### src/rtl/lcd_pkg.sv
// Shared definitions for the character-LCD bus controller.
package lcd_pkg;

    // Request operation codes presented on OPER
    localparam logic [1:0] OP_NONE  = 2'b00;
    localparam logic [1:0] OP_CHAR  = 2'b01;
    localparam logic [1:0] OP_INSTR = 2'b10;
    localparam logic [1:0] OP_RESET = 2'b11;

    // HD44780 instruction bytes used by the controller
    localparam logic [7:0] FUNC_SET_8B2L = 8'h38;
    localparam logic [7:0] DISP_ON       = 8'h0C;
    localparam logic [7:0] CLEAR         = 8'h01;
    localparam logic [7:0] ENTRY_N       = 8'h06;
    localparam logic [7:0] HOME          = 8'h02;

    typedef enum logic [2:0] {
        ST_PWRUP,
        ST_INIT,
        ST_IDLE,
        ST_SETUP,
        ST_PULSE,
        ST_HOLD,
        ST_EXEC
    } state_e;

    // Power-on init sequence, entry 0 is written first
    localparam int unsigned INIT_LEN = 6;
    localparam int unsigned IDX_W    = 3;
    localparam logic [INIT_LEN-1:0][7:0] INIT_SEQ = {
        ENTRY_N, CLEAR, DISP_ON, FUNC_SET_8B2L, FUNC_SET_8B2L, FUNC_SET_8B2L
    };

    // One bus write: register select, data byte, and which execution wait follows
    typedef struct packed {
        logic       rs;
        logic [7:0] db;
        logic       long_wait;
    } lcd_cmd_t;

    // Clear (0x01) and home (0x02/0x03) need the long execution wait
    function automatic logic is_long_cmd(input logic [7:0] b);
        return (b[7:2] == 6'd0) && (b != 8'd0);
    endfunction

endpackage

### src/rtl/lcd_bus_ctrl_if.sv
// Request handshake from the message sequencer plus the LCD parallel bus.
interface lcd_bus_ctrl_if;
    logic [7:0] DATA;
    logic [1:0] OPER;
    logic       ENB;
    logic       LCD_RDY;
    logic       INIT_DONE;
    logic       LCD_RS;
    logic       LCD_RW;
    logic       LCD_E;
    logic [7:0] LCD_DB;

    modport master (
        output DATA, OPER, ENB,
        input  LCD_RDY, INIT_DONE, LCD_RS, LCD_RW, LCD_E, LCD_DB
    );

    modport slave (
        input  DATA, OPER, ENB,
        output LCD_RDY, INIT_DONE, LCD_RS, LCD_RW, LCD_E, LCD_DB
    );
endinterface

### src/rtl/lcd_delay_timer.sv
// Loadable down-counter shared by all timed controller states.
// Loading N-1 on state entry makes done rise after exactly N cycles.
module lcd_delay_timer #(
    parameter int unsigned CNT_W = 20
) (
    input  logic             clk,
    input  logic             rst,
    input  logic             load_i,
    input  logic [CNT_W-1:0] value_i,
    output logic             done_o
);

    logic [CNT_W-1:0] cnt_q, cnt_d;
    logic             done_q;

    // Next count: load wins, otherwise decrement and stick at zero
    always_comb begin
        cnt_d = cnt_q;
        if (load_i) begin
            cnt_d = value_i;
        end else if (cnt_q != '0) begin
            cnt_d = cnt_q - CNT_W'(1);
        end
    end

    // Counter and registered zero flag
    always_ff @(posedge clk or posedge rst) begin
        if (rst) begin
            cnt_q  <= '0;
            done_q <= 1'b1;
        end else begin
            cnt_q  <= cnt_d;
            done_q <= (cnt_d == '0);
        end
    end

    assign done_o = done_q;

endmodule

### src/rtl/lcd_bus_ctrl.sv
// HD44780 8-bit bus responder: power-on init, request capture, E timing.
module lcd_bus_ctrl
    import lcd_pkg::*;
#(
    parameter int unsigned T_PWRUP = 750000,
    parameter int unsigned T_AS    = 4,
    parameter int unsigned T_PW    = 12,
    parameter int unsigned T_H     = 4,
    parameter int unsigned T_SHORT = 2100,
    parameter int unsigned T_LONG  = 82000,
    parameter int unsigned CNT_W   = 20
) (
    input logic           CLK,
    input logic           RST,
    lcd_bus_ctrl_if.slave lcd
);

    // The reset-release cycle is itself the first power-up cycle, hence -2
    localparam logic [CNT_W-1:0] LD_PWRUP = CNT_W'(T_PWRUP - 2);
    localparam logic [CNT_W-1:0] LD_AS    = CNT_W'(T_AS - 1);
    localparam logic [CNT_W-1:0] LD_PW    = CNT_W'(T_PW - 1);
    localparam logic [CNT_W-1:0] LD_H     = CNT_W'(T_H - 1);
    localparam logic [CNT_W-1:0] LD_SHORT = CNT_W'(T_SHORT - 1);
    localparam logic [CNT_W-1:0] LD_LONG  = CNT_W'(T_LONG - 1);

    state_e           state_q, state_d;
    lcd_cmd_t         cmd_q, cmd_d;
    logic [IDX_W-1:0] idx_q, idx_d;
    logic             init_done_q, init_done_d;
    logic             arm_q, arm_d;
    logic             enb_q;
    logic             rdy_q, rdy_d;
    logic             e_q, e_d;
    logic             capture_c;
    logic             tmr_load_c;
    logic [CNT_W-1:0] tmr_val_c;
    logic             tmr_done;

    lcd_delay_timer #(
        .CNT_W (CNT_W)
    ) u_timer (
        .clk     (CLK),
        .rst     (RST),
        .load_i  (tmr_load_c),
        .value_i (tmr_val_c),
        .done_o  (tmr_done)
    );

    // Next state, timer loads and bus command selection
    always_comb begin
        state_d     = state_q;
        cmd_d       = cmd_q;
        idx_d       = idx_q;
        init_done_d = init_done_q;
        arm_d       = arm_q;
        tmr_load_c  = 1'b0;
        tmr_val_c   = '0;
        capture_c   = lcd.ENB && enb_q && rdy_q && (lcd.OPER != OP_NONE);

        case (state_q)
            ST_PWRUP: begin
                if (arm_q) begin
                    arm_d      = 1'b0;
                    tmr_load_c = 1'b1;
                    tmr_val_c  = LD_PWRUP;
                end else if (tmr_done) begin
                    state_d = ST_INIT;
                end
            end
            ST_INIT: begin
                cmd_d.rs        = 1'b0;
                cmd_d.db        = INIT_SEQ[idx_q];
                cmd_d.long_wait = is_long_cmd(INIT_SEQ[idx_q]);
                state_d         = ST_SETUP;
                tmr_load_c      = 1'b1;
                tmr_val_c       = LD_AS;
            end
            ST_IDLE: begin
                if (capture_c) begin
                    tmr_load_c = 1'b1;
                    if (lcd.OPER == OP_RESET) begin
                        init_done_d = 1'b0;
                        idx_d       = '0;
                        state_d     = ST_PWRUP;
                        tmr_val_c   = LD_SHORT;
                    end else begin
                        cmd_d.rs        = (lcd.OPER == OP_CHAR);
                        cmd_d.db        = lcd.DATA;
                        cmd_d.long_wait = (lcd.OPER == OP_INSTR) && is_long_cmd(lcd.DATA);
                        state_d         = ST_SETUP;
                        tmr_val_c       = LD_AS;
                    end
                end
            end
            ST_SETUP: begin
                if (tmr_done) begin
                    state_d    = ST_PULSE;
                    tmr_load_c = 1'b1;
                    tmr_val_c  = LD_PW;
                end
            end
            ST_PULSE: begin
                if (tmr_done) begin
                    state_d    = ST_HOLD;
                    tmr_load_c = 1'b1;
                    tmr_val_c  = LD_H;
                end
            end
            ST_HOLD: begin
                if (tmr_done) begin
                    state_d    = ST_EXEC;
                    tmr_load_c = 1'b1;
                    tmr_val_c  = cmd_q.long_wait ? LD_LONG : LD_SHORT;
                end
            end
            ST_EXEC: begin
                if (tmr_done) begin
                    if (init_done_q) begin
                        state_d = ST_IDLE;
                    end else if (idx_q == IDX_W'(INIT_LEN - 1)) begin
                        init_done_d = 1'b1;
                        idx_d       = '0;
                        state_d     = ST_IDLE;
                    end else begin
                        idx_d   = idx_q + IDX_W'(1);
                        state_d = ST_INIT;
                    end
                end
            end
            default: begin
                state_d = ST_PWRUP;
            end
        endcase

        // Ready only on settled IDLE cycles; drops the cycle after a capture
        rdy_d = (state_q == ST_IDLE) && (state_d == ST_IDLE);
        e_d   = (state_d == ST_PULSE);
    end

    // State and output registers; reset kills any E pulse immediately
    always_ff @(posedge CLK or posedge RST) begin
        if (RST) begin
            state_q     <= ST_PWRUP;
            cmd_q       <= '0;
            idx_q       <= '0;
            init_done_q <= 1'b0;
            arm_q       <= 1'b1;
            enb_q       <= 1'b0;
            rdy_q       <= 1'b0;
            e_q         <= 1'b0;
        end else begin
            state_q     <= state_d;
            cmd_q       <= cmd_d;
            idx_q       <= idx_d;
            init_done_q <= init_done_d;
            arm_q       <= arm_d;
            enb_q       <= lcd.ENB;
            rdy_q       <= rdy_d;
            e_q         <= e_d;
        end
    end

    assign lcd.LCD_RDY   = rdy_q;
    assign lcd.INIT_DONE = init_done_q;
    assign lcd.LCD_RS    = cmd_q.rs;
    assign lcd.LCD_RW    = 1'b0;
    assign lcd.LCD_E     = e_q;
    assign lcd.LCD_DB    = cmd_q.db;

endmodule

### src/flat_wrapper.sv
// flat-port wrapper written by rule: the top's interface ports become plain ports
module lcd_bus_ctrl_flat import lcd_pkg::*;
#(
    parameter int unsigned T_PWRUP = 750000,
    parameter int unsigned T_AS    = 4,
    parameter int unsigned T_PW    = 12,
    parameter int unsigned T_H     = 4,
    parameter int unsigned T_SHORT = 2100,
    parameter int unsigned T_LONG  = 82000,
    parameter int unsigned CNT_W   = 20
)
  (CLK, RST, lcd_DATA, lcd_OPER, lcd_ENB, lcd_LCD_RDY, lcd_INIT_DONE, lcd_LCD_RS, lcd_LCD_RW, lcd_LCD_E, lcd_LCD_DB);
  lcd_bus_ctrl_if lcd_i ();
  input logic CLK;
  input logic RST;
  input wire logic [$bits(lcd_i.DATA)-1:0] lcd_DATA;
  input wire logic [$bits(lcd_i.OPER)-1:0] lcd_OPER;
  input wire logic [$bits(lcd_i.ENB)-1:0] lcd_ENB;
  output wire logic [$bits(lcd_i.LCD_RDY)-1:0] lcd_LCD_RDY;
  output wire logic [$bits(lcd_i.INIT_DONE)-1:0] lcd_INIT_DONE;
  output wire logic [$bits(lcd_i.LCD_RS)-1:0] lcd_LCD_RS;
  output wire logic [$bits(lcd_i.LCD_RW)-1:0] lcd_LCD_RW;
  output wire logic [$bits(lcd_i.LCD_E)-1:0] lcd_LCD_E;
  output wire logic [$bits(lcd_i.LCD_DB)-1:0] lcd_LCD_DB;
  assign lcd_i.DATA = lcd_DATA;
  assign lcd_i.OPER = lcd_OPER;
  assign lcd_i.ENB = lcd_ENB;
  assign lcd_LCD_RDY = lcd_i.LCD_RDY;
  assign lcd_INIT_DONE = lcd_i.INIT_DONE;
  assign lcd_LCD_RS = lcd_i.LCD_RS;
  assign lcd_LCD_RW = lcd_i.LCD_RW;
  assign lcd_LCD_E = lcd_i.LCD_E;
  assign lcd_LCD_DB = lcd_i.LCD_DB;
  lcd_bus_ctrl #(.T_PWRUP(T_PWRUP), .T_AS(T_AS), .T_PW(T_PW), .T_H(T_H), .T_SHORT(T_SHORT), .T_LONG(T_LONG), .CNT_W(CNT_W)) u_core (.CLK(CLK), .RST(RST), .lcd(lcd_i));
endmodule
### config.mk
export PLATFORM = sky130hd
export DESIGN_NAME = lcd_bus_ctrl_flat
export DESIGN_NICKNAME = d
export VERILOG_FILES = /design/src/rtl/lcd_pkg.sv /design/src/rtl/lcd_bus_ctrl_if.sv /design/src/rtl/lcd_delay_timer.sv /design/src/rtl/lcd_bus_ctrl.sv /design/src/flat_wrapper.sv
export SDC_FILE = /design/constraint.sdc
export NUM_CORES = 1
export LEC_CHECK = 0
export CAP_MARGIN = 20
export CORE_UTILIZATION = 60
export DETAILED_ROUTE_END_ITERATION = 10
export PLACE_DENSITY = 0.84
export SLEW_MARGIN = 20
export SYNTH_ARGS = -nofsm -noshare
export SYNTH_HDL_FRONTEND = slang
export SYNTH_HIERARCHICAL = 1
export SYNTH_SLANG_ARGS = --single-unit
export TNS_END_PERCENT = 50
### constraint.sdc
create_clock -name CLK -period 7.83 [get_ports CLK]
set_input_delay 1.9575 -clock CLK [delete_from_list [all_inputs] [get_ports CLK]]
set_output_delay 1.9575 -clock CLK [all_outputs]
set_load 0.01 [all_outputs]
# Word-level counts from Yosys, hierarchy flattened
# Memory sizes are Yosys's and may differ from the RTL's.
# Index checks and enable logic that the tools add are counted.
[word_totals]
ff_bits = 42
latch_bits = 0
mem_bits_rw = 0
mem_bits_ro = 64
in_bits = 13
elab_cells = 95
mem_count = 1
[mem_list]
columns = ["name", "words", "word_bits", "read_ports", "rd_ports_with_merged_regs", "wr", "line", "source"]
rows = [
  ["(name not given)", 8, 8, 1, 0, 0, "lcd_bus_ctrl.sv:72", "cmd_d.db = INIT_SEQ[idx_q];"],
]
[op_classes]
addsub = 2
n_mul = 0
n_div = 0
order_cmp = 1
n_eq_ne = 17
shift = 0
n_mux = 41
bitwise_logic = 0
n_reduce_logical = 21
[op_table]
columns = ["op", "n"]
rows = [
  ["case mux 20 bit (6 select lines)", 1],
  ["2-to-1 mux 20 bit", 5],
  ["2-to-1 mux 3 bit", 13],
  ["case mux 3 bit (7 select lines)", 1],
  ["zero test 20 bit", 1],
  ["2-to-1 mux 10 bit", 2],
  ["case mux 10 bit (2 select lines)", 1],
  ["nonzero test 20 bit", 1],
  ["subtractor 20 x 1 -> 20 bit (second input constant)", 1],
  ["2-to-1 mux 17 bit", 1],
  ["nonzero test 8 bit", 2],
  ["equality test 3 bit (second input constant)", 5],
  ["zero test 6 bit", 2],
  ["2-to-1 mux 12 bit", 1],
  ["equality test 3 x 2 -> 1 bit (second input constant)", 3],
  ["2-to-1 mux 1 bit", 8],
  ["2-to-1 mux 8 bit", 1],
  ["logical AND 1 bit", 7],
  ["2-to-1 mux 2 bit", 3],
  ["!= test 2 bit (second input constant)", 3],
  ["case mux 3 bit (2 select lines)", 1],
  ["nonzero test 2 bit", 3],
  ["AND reduction 5 bit", 1],
  ["equality test 2 bit (second input constant)", 2],
  ["12 further kinds", 13],
]

# Longest topological paths before layout
[logic_depth]
ltp_word = 7
mapped_depth = 12
depth_no_buf = 11

# Cells and area by module
# Netlist, hierarchy kept.
[modules_own_cells]
columns = ["module", "n_inst", "cells_per_inst", "area_each_um2"]
rows = [
  ["lcd_bus_ctrl", 1, 138, 1316.3],
  ["lcd_delay_timer", 1, 146, 1313.8],
]

# Least setup slack after synthesis
# No wires, ideal clock.
[synth_path]
path_kind = "input to register"
start = "input lcd_OPER[0]"
end = "register u_core.u_timer.done_q, in the netlist u_core/u_timer/done_o"
setup_time_ns = 0.090
t_arrival_ns = 4.441
t_required_ns = 7.740
path_slack_ns = 3.299
cell_stages = 12
n_path_buf = 1
path_cell_list = "clkbuf_2 > o2111a_2 > a21oi_1 > o21ai_1 > nand2b_1 > inv_1 > and3_1 > a21oi_1 > o311ai_0 > or4_1 > or4b_1 > nor4_2"
[synth_between]
elab_chain_len = 6
[synth_lines]
columns = ["item", "line", "source"]
rows = [
  ["from (decl)", "flat_wrapper.sv:17", "input wire logic [$bits(lcd_i.OPER)-1:0] lcd_OPER;"],
  ["nonzero test 2 bit", "lcd_bus_ctrl.sv:58", "capture_c = lcd.ENB && enb_q && rdy_q && (lcd.OPER != OP_NONE);"],
  ["logical AND 1 bit", "lcd_bus_ctrl.sv:58", ""],
  ["2-to-1 mux 20 bit", "lcd_bus_ctrl.sv:79", "if (capture_c) begin"],
  ["case mux 20 bit (6 select lines)", "lcd_bus_ctrl.sv:60", "case (state_q)"],
  ["net u_core.tmr_val_c[0]", "lcd_bus_ctrl.sv:36", "logic [CNT_W-1:0] tmr_val_c;"],
  ["2-to-1 mux 20 bit", "lcd_delay_timer.sv:19", "if (load_i) begin"],
  ["zero test 20 bit", "lcd_delay_timer.sv:33", "done_q <= (cnt_d == '0);"],
  ["to (signal assigned)", "lcd_delay_timer.sv:33", ""],
  ["to (decl)", "lcd_delay_timer.sv:14", "logic done_q;"],
]
# The timed path passes the listed nets, and every way through them passes these cells.
# A chain may end at the register's enable or synchronous reset.

# Worst setup path in the final report
[layout_path]
start = "input lcd_OPER[1]"
end = "register u_core.u_timer.done_q, in the netlist u_core/u_timer/done_o"
# The elaborated chain is that of the path after synthesis.

==> impl_summary.txt <==
----------------------------------------------------
[Finish]
  Share of post-route cells with drive strength above 1 ... 0.1200
  Layout area overhead ... 12.85%
  Post-Route Utilization ... 0.7212
  Final nets ... 315
  Diode insertion count for antenna repair ... 0
  Final instance area ... 2968 sq um

[Routing]
  Final routed wire length divided by cell count ... 16.77 microns
  Residual DRC ... 0
  Total via count after detailed routing ... 2,174
  WL final ... 5871 microns
  Violation count after the first detailed-routing iteration ... 151
  First-pass detailed-route iteration total ... 4
  Via density per instance ... 6.211
  Antenna violation net count after detailed routing ... 0

[GRT]
  Vias in the first global route ... 1,988
  Initial antenna violation count ... 0
  Met2 usage ... 0.4534
  Routing usage on met3 ... 0.07500
  Global routing usage summed across all routing layers ... 0.2745
  Largest net degree at the start of global routing ... 30
  Wire length of the first global-routing pass ... 9211 microns
  Most heavily used metal layer in global routing ... met2
  Global Route met1 Usage ... 0.3326
  Residual overflow from global routing ... 0

[Timing]
  Fin crit share ... 0.6722
  Setup repair after global routing missed its margin ... no
  Setup Viol. Count Final ... 0
  Slew at the pin closest to its max-slew limit ... 0.8086 ns
  Fin crit period ... 5.264 ns
  F_max ... 190.0 MHz
  Final sum of negative setup slack ... 0 ns
  Worst path setup slack after routing ... 2.566 ns
  Final number of hold-violating endpoints ... 0
  Headroom to the max-slew limit ... 0.4603
  Clock skew after layout ... 0.01248 ns
  Final Max Tran Viols ... 0

[Clock tree]
  Clock sink count ... 42
  Clock-pin slew on the worst setup and hold paths ... 0.08 ns
  Clock buffers created by TritonCTS ... 5
  Number of buffers on the longest clock path ... 2
  Number of post-CTS setup repair buffers ... 0
  Clock tree from TritonCTS ... done
  Number of levels in the clock H-tree ... 2
  Resized Gates After CTS ... 0
  Worst-skew pair later-pin latency ... 0.30 ns
  Clock root buffer ... sky130_fd_sc_hd__clkbuf_8
  # hold bufs at CTS ... 0

[Setup path]
  Critical R2R Launch ... u_core/u_timer/cnt_q[12]$_DFF_PP0_
  Number of logic stages on the critical path including buffering ... 12
  Source of the critical timing path ... lcd_OPER[1]
  Number of buffers and inverters on the critical path ... 2
  Capture point of the critical path ... u_core/u_timer/done_o$_DFF_PP1_
  CP peak stage delay ... 0.59 ns
  Crit path capture type ... flip-flop
  CP max FO ... 15
  Most used cell, CP ... sky130_fd_sc_hd__a21oi_1
  Depth of the most critical reg-to-reg path ... 7
  Critical Path RT ... 8.03 ns
  R2R Setup Slk ... 4.13 ns
  Sequence of cells on the critical path ... clkdlybuf4s50_1 -> o2111a_2 -> a21oi_1 -> o21ai_1 -> nand2b_1 -> inv_1 -> and3_1 -> a21oi_1 -> o311ai_0 -> or4_1 -> or4b_1 -> nor4_2
  Critical Path AT ... 5.47 ns
  Worst path top cell family by delay ... simple AND/OR/NAND/NOR gates
  Standard cell with the maximum stage delay on the critical path ... sky130_fd_sc_hd__clkdlybuf4s50_1
  Element type at the critical path start ... input pin
  Worst reg2reg endpoint ... u_core/u_timer/done_o$_DFF_PP1_
  Setup CP Type ... in -> reg

[Synth]
  Number of synthesized flops with an enable pin ... 0
  Ranking of synthesized cells by area ... sky130_fd_sc_hd__dfrtp_1 (38%), sky130_fd_sc_hd__mux2_2 (4.7%), sky130_fd_sc_hd__o21ai_0 (3.0%)
  Most used flip-flop cell after synthesis ... sky130_fd_sc_hd__dfrtp_1
  Cell taking the most area after synthesis ... sky130_fd_sc_hd__dfrtp_1
  FF+latch count, synth ... 42
  Number of different library cells in the post-synthesis netlist ... 69
  Cell area after synthesis ... 2630 sq um
  Yosys top cell area share ... 0.3806
  Fraction of synthesis flops using an asynchronous set or reset pin ... 1.000
  Sequential cell area fraction in the yosys report ... 0.4006
  Top post-synthesis cells by count ... sky130_fd_sc_hd__dfrtp_1 (40), sky130_fd_sc_hd__nand2_1 (20), sky130_fd_sc_hd__nor2_1 (16), sky130_fd_sc_hd__o21ai_0 (16), sky130_fd_sc_hd__inv_1 (15)
  Per-instance average area after synthesis ... 9.261 sq um
  Dominant cell by count in the synthesized netlist ... sky130_fd_sc_hd__dfrtp_1
  Mapped Cells ... 284
  Warnings from Yosys ... 6

[Power]
  VDD IR-drop max ... 0.1885 mV
  Combinational cell fraction of total power ... 0.431
  Sequential group share of total power ... 0.362
  Power Total ... 0.001016 W
  Design internal power ... 0.0006279 W
  Pwr per Cell Area ... 342.4 nW/um^2
  Clock network power share ... 0.207
  Net switching share of the total power ... 0.3821
  Net Switching ... 0.0003882 W
  Leak Pwr ... 1.223 nW

[Place]
  Placement-stage cell area ... 2825 sq um
  DP HPWL ... 4396 microns
  Count of input and output buffers ... 24
  Post-Place Setup Slack ... 2.295 ns
  Gp weighted congestion ... 0.8995

[Min path]
  Class of the tightest hold or removal check ... reg -> reg

[Die]
  Total Die Area ... 4652 sq um
  Io pins ... 26
  Initial standard-cell utilization of the core ... 0.6391
  Vertical die dimension ... 68.21 microns
  Horizontal extent of the die ... 68.21 microns
  Area of the core ... 4115 sq um
  Number of placement rows ... 23

[Run]
  Count of max-cap constraint violations ... 0

[Run status]
  Outcome ... finished clean

----------------------------------------------------
-- cell families after synthesis --
group | share of synthesized area
adders and majority gates | 0.01427
other | 0.001426
AOI/OAI and AO/OA | 0.1775
and+or+nand+nor | 0.2407
buffers and inverters | 0.07373
xor gates and xnor gates | 0.03330
muxes | 0.05852
DFF | 0.4006
-- worst register-to-register path: stages (launching register included) --
cell and delay, ns:
sky130_fd_sc_hd__dfrtp_1 0.43, sky130_fd_sc_hd__nor4_1 0.57, sky130_fd_sc_hd__nand4_1 0.70, sky130_fd_sc_hd__nand4_1 0.31
sky130_fd_sc_hd__o311ai_0 0.22, sky130_fd_sc_hd__or4_1 0.55, sky130_fd_sc_hd__or4b_1 0.57, sky130_fd_sc_hd__nor4_2 0.26
-- flip-flops by register name, indices dropped and copies added (netlist names) --
register	cells
u_core/lcd.LCD_DB	8
u_core/enb_q	1
u_core/lcd.INIT_DONE	1
u_core/lcd.LCD_E	1
u_core/idx_q	3
u_core/lcd.LCD_RS	1
u_core/u_timer/cnt_q	20
u_core/lcd.LCD_RDY	1
u_core/cmd_q	1
u_core/state_q	3
u_core/u_timer/done_o	1
u_core/arm_q	1
-- layout make-up --
cell class,instances,area [sq um]
clock buffers,6,82.58
clock inverters,2,60.06
fillers,313,1147
inverters,15,56.30
multi-input cells,209,1398
flip-flops and latches,42,1054
well taps,50,62.56
repair buffers,26,255.2
-- worst min-delay path by stage --
stage | from | to | slack (ns) | cells past startpoint
global placement | u_core/arm_q$_DFFE_PP1P_ | u_core/arm_q$_DFFE_PP1P_ | 0.48 | 1
CTS | u_core/arm_q$_DFFE_PP1P_ | u_core/arm_q$_DFFE_PP1P_ | 0.51 | 1
floorplan | u_core/arm_q$_DFFE_PP1P_ | u_core/arm_q$_DFFE_PP1P_ | 0.47 | 1
finish | u_core/arm_q$_DFFE_PP1P_ | u_core/arm_q$_DFFE_PP1P_ | 0.50 | 1
detailed placement | u_core/arm_q$_DFFE_PP1P_ | u_core/arm_q$_DFFE_PP1P_ | 0.49 | 1
global route | u_core/arm_q$_DFFE_PP1P_ | u_core/arm_q$_DFFE_PP1P_ | 0.52 | 1
-- through the flow --
step	hold slack, ns	std cells
finish	0.5049	350
global route	0.5190	350
CTS	0.5086	350
detailed placement	0.4924	342
global placement	0.4841	342
floorplan	0.4738	288
-- cell usage in the layout (no fill, tap or decap), drive strengths merged, types with 4 or more instances in the layout --
cell           Yosys  layout
inv               15      15
dfrtp             40      40
nor2              17      17
conb               1       5
clkbuf             4       6
nand2b             8       8
o21ai             19      19
nor2b              7       7
nor3b              4       4
a31oi              5       5
nand2             20      20
or4                4       4
nor3              11      11
nand4              4       4
o31ai              5       5
clkdlybuf4s50      0      24
a21oi             14      14
xor2               7       7
mux2              11      11
nor4               7       7
nand3              7       7
-- power by group through the flow --
stage	clock, W	sequential, W	combinational (W)
after floorplan	0	0.000348	0.000346
after global placement	0	0.000366	0.000424
after detailed placement	0	0.000370	0.000433
after CTS	0.000214	0.000366	0.000435
after global routing	0.000223	0.000377	0.000480
final	0.000210	0.000368	0.000438
-- routing by layer --
| layer | share of wire | vias up | wire, microns |
|---|---|---|---|
| met5 | 0 | - | 0 |
| met4 | 0.022 | 0 | 132 |
| met3 | 0.047 | 12 | 278 |
| met2 | 0.49 | 63 | 2855 |
| met1 | 0.44 | 1052 | 2605 |
| li1 | - | 1047 | - |
Power figures use the tool's default switching activity.
